$ cat src/rtl/fetch_stage.sv
// Instruction-fetch stage with the IF/ID pipeline register (pipe1).
// Define LMSM_SEQ_EN to build the LM/SM micro-op sequencer.
module fetch_stage #(
    parameter logic [15:0] RESET_PC = 16'h0000,
    parameter logic [15:0] NOP_IR   = 16'hF000
) (
    input  logic        clk,
    input  logic        reset,
    output logic [15:0] imemAddr,
    input  logic [15:0] imemData,
    input  logic        stall,
    input  logic        redirect,
    input  logic [15:0] redirectPC,
    output logic [15:0] pipe1PC,
    output logic [15:0] pipe1IR,
    output logic        pipe1Valid,
    output logic        seqBusy
);

    logic [15:0] pc;

    assign imemAddr = pc;

`ifdef LMSM_SEQ_EN
    typedef enum logic {IDLE, EXPAND} state_t;

    state_t      state;
    logic [7:0]  mask;
    logic [6:0]  hi;
    logic [7:0]  src_mask;
    logic [7:0]  low_bit;
    logic [7:0]  rest_mask;
    logic [6:0]  src_hi;
    logic        is_lmsm;
    logic        emit_uop;

    // The first micro-op comes straight from the fetched word; later ones from the stored mask.
    always_comb begin
        is_lmsm   = (imemData[15:13] == 3'b011);
        src_mask  = (state == EXPAND) ? mask : imemData[7:0];
        src_hi    = (state == EXPAND) ? hi : imemData[15:9];
        low_bit   = src_mask & (~src_mask + 8'd1);
        rest_mask = src_mask & ~low_bit;
        emit_uop  = (state == EXPAND) || (is_lmsm && (imemData[7:0] != '0));
    end

    assign seqBusy = (state == EXPAND);
`else
    assign seqBusy = 1'b0;
`endif

    always_ff @(posedge clk) begin
        if (reset) begin
            pc         <= RESET_PC;
            pipe1PC    <= '0;
            pipe1IR    <= NOP_IR;
            pipe1Valid <= 1'b0;
`ifdef LMSM_SEQ_EN
            state      <= IDLE;
            mask       <= '0;
            hi         <= '0;
`endif
        end else if (redirect) begin
            pc         <= redirectPC;
            pipe1PC    <= '0;
            pipe1IR    <= NOP_IR;
            pipe1Valid <= 1'b0;
`ifdef LMSM_SEQ_EN
            state      <= IDLE;
            mask       <= '0;
`endif
        end else if (!stall) begin
`ifdef LMSM_SEQ_EN
            if (emit_uop) begin
                pipe1PC    <= pc;
                pipe1IR    <= {src_hi, (rest_mask == '0), low_bit};
                pipe1Valid <= 1'b1;
                mask       <= rest_mask;
                hi         <= src_hi;
                if (rest_mask == '0) begin
                    pc    <= pc + 16'd1;
                    state <= IDLE;
                end else begin
                    state <= EXPAND;
                end
            end else if (is_lmsm) begin
                pc         <= pc + 16'd1;
                pipe1PC    <= '0;
                pipe1IR    <= NOP_IR;
                pipe1Valid <= 1'b0;
            end else begin
                pc         <= pc + 16'd1;
                pipe1PC    <= pc;
                pipe1IR    <= imemData;
                pipe1Valid <= 1'b1;
            end
`else
            pc         <= pc + 16'd1;
            pipe1PC    <= pc;
            pipe1IR    <= imemData;
            pipe1Valid <= 1'b1;
`endif
        end
    end

endmodule

$ cat config.mk
export PLATFORM = sky130hd
export DESIGN_NAME = fetch_stage
export DESIGN_NICKNAME = d
export VERILOG_FILES = /design/src/rtl/fetch_stage.sv
export SDC_FILE = /design/constraint.sdc
export NUM_CORES = 1
export LEC_CHECK = 0
export ABC_AREA = 1
export BUFFER_PORTS_ARGS = -buffer_cell sky130_fd_sc_hd__buf_2
export CELL_PAD_IN_SITES_DETAIL_PLACEMENT = 0
export CELL_PAD_IN_SITES_GLOBAL_PLACEMENT = 1
export CORE_ASPECT_RATIO = 1.5
export CORE_MARGIN = 1.5
export CORE_UTILIZATION = 36
export DETAILED_ROUTE_END_ITERATION = 8
export PLACE_DENSITY = 0.81
export SYNTH_ARGS = -nofsm -noshare
export SYNTH_HDL_FRONTEND = slang
export SYNTH_SLANG_ARGS = --single-unit
export TNS_END_PERCENT = 10
$ cat constraint.sdc
create_clock -name clk -period 3.7 [get_ports clk]
set_input_delay 0.74 -clock clk [delete_from_list [all_inputs] [get_ports clk]]
set_output_delay 0.74 -clock clk [all_outputs]
set_load 0.005 [all_outputs]
==> metrics <==
Top FF cell, synth=dfxtp_1; Critical Path Sink Type=flip-flop; fin area=2710 um2; most frequent cell after synthesis=nand2_1; clk sinks=49; CTS Buf Count=5; Clock Path Buffers=2; vias in the first global route=1975; Post-synth EDFFs=0; Post-Synth XOR/XNOR Area=1.61%; Unique masters post-synth=29; largest net degree at the start of global routing=47; clock slew at reported path FFs=0.10 ns; TritonRoute pass-1 iters=4; Avg WL per Cell=12.8 um; P_leak=1.25 nW; synthesized instance count=302; Setup Viol. Count Final=0; Yosys reg bits=49; setup TNS=0 ns; average size of a mapped cell=7.20 um2; routed wire length=5800 um; Initial Util=37.3%; Tightest Hold Check Type=reg -> reg; Synth top area share=45.1%; input/output buffers=84; initial DRC count=93; final hold violation count=0; status=complete, no violations; HPWL Detailed=4180 um; Post-CTS Resized=0; Async S/R FF share, synth=0%; first-pass GRT wire length=9310 um; share of cells above drive strength 1=29.9%; Max VDD drop=0.000197 V; Die Y-Extent=98.2 um; via count=2155; clk root buf=clkbuf_8; crit path max fanout=26; Compound-Gate Fraction of Synth Area=18.1%; H-tree depth=2; Critical Path RT=3.94 ns; routability-driven placement congestion ratio=0.838; largest family of logic cells by synthesized area=simple AND/OR/NAND/NOR gates; number of nets in the layout=417; critical path arrival=2.23 ns; CTS tree=done; pwr dens=376 nW/um2; Yosys warning count=0; DR DRC count=0; Final Slew Violations=0; Post-Syn Area=2180 um2; Seq/Total Area, Yosys=45.1%; Core Area=5830 um2; worst clock skew=0.0101 ns; startpoint class of the critical path=primary input; area post-placement=2620 um2; ANT cells=0; hold_buf cts=0; Fill cells=637; post-synthesis mux area share=0%; die width=66.5 um; Overflow after GRT=0; GRT Overall Usage=18.0%; crit path kind=in -> reg; Rows=34; Simple-Gate Fraction of Synth Area=25.8%; Slew headroom=45.4%; Die ar.=6530 um2; area grow syn2layout=24.6%; antenna violations before repair=0; synthesized-area fraction occupied by adder cells=0.575%; highest clock rate=502 MHz; Routed Antenna Nets=0; Commonest cells post-synth=75 x nand2_1, 49 x dfxtp_1, 40 x a21oi_1, 27 x inv_1, 23 x o21ai_0; Setup Buffers After CTS=0; Tightest Pin Transition=0.816 ns; min Tclk post-route=1.99 ns; Tcrit/Tclk final=53.8%; syn nets=339; Synth area leaders=dfxtp_1 45%, nand2_1 13%, a21oi_1 9.2%; R2R Setup Slk=2.20 ns; number of max-cap violations=0; RSZ-0062 raised after global routing=false; vias per cell=4.76; worst-skew pair later-pin latency=0.30 ns; area leader, netlist=dfxtp_1; num ports=86
final timing paths:
check	from	end	cells after the start
max	stall	imemAddr[4]	6
min	pipe1IR[9]	pipe1IR[9]	2
max reg2reg	imemAddr[1]	imemAddr[12]	9
min reg2reg	pipe1IR[9]	pipe1IR[9]	2
where the power goes:
group / switching (W) / total (W) / internal (W)
logic: 0.0000745 / 0.000126 / 0.0000516
clock network: 0.000185 / 0.000320 / 0.000134
registers: 0.0000222 / 0.000573 / 0.000551
cell usage in the layout, fill, tap and decap left out, types with 7 or more instances in the layout:
| cell | instances |
|---|---|
| nor2_2 | 7 |
| nand3_1 | 19 |
| dfxtp_1 | 49 |
| buf_2 | 84 |
| o21ai_0 | 23 |
| nor2_1 | 13 |
| nand2_1 | 75 |
| inv_1 | 27 |
| a21oi_1 | 40 |
stage by stage:
step	util [%]	hold slack, ns	cells	power (W)	worst slack, ns
after floorplan	-	0.462	302	0.000653	2.21
final	46.5	0.466	453	0.00102	1.71
after detailed placement	45.0	0.450	445	0.000712	1.37
after global routing	46.5	0.487	453	0.00107	1.50
after CTS	46.5	0.468	453	0.00103	1.69
after global placement	45.0	0.449	445	0.000711	1.47
registers in the layout, summed over array words and instances, names as in the netlist:
name / flops
pipe1Valid: 1
pipe1IR: 16
imemAddr: 16
pipe1PC: 16
metal layers:
metal,vias to the layer above,wire (um),global-route usage [%]
met1,965,2600,23.1
li1,1129,-,-
met4,0,62,4.24
met2,56,2890,30.5
met3,5,249,3.57
met5,-,0,0
cell type report:
cell class / instances / area, um2 / area share, %
well taps: 72 / 90.1 / 3.32
multi-input cells: 207 / 1010 / 37.1
clock inverters: 3 / 21.3 / 0.784
repair buffers: 84 / 420 / 15.5
inverters: 33 / 124 / 4.57
clock buffers: 5 / 68.8 / 2.54
flip-flops and latches: 49 / 981 / 36.2
cell families after synthesis:
family | Yosys count
simple gates | 126
flops | 49
buf+inv | 46
xor+xnor | 4
fa+ha+maj | 1
other cells | 1
compound gates | 75
critical path: stages:
cell and delay (ns):
buf_2 0.27, nor2_1 0.71, inv_1 0.13, a21oi_1 0.13, o21ai_0 0.09, a31oi_1 0.14
Power figures use the tool's default switching activity.
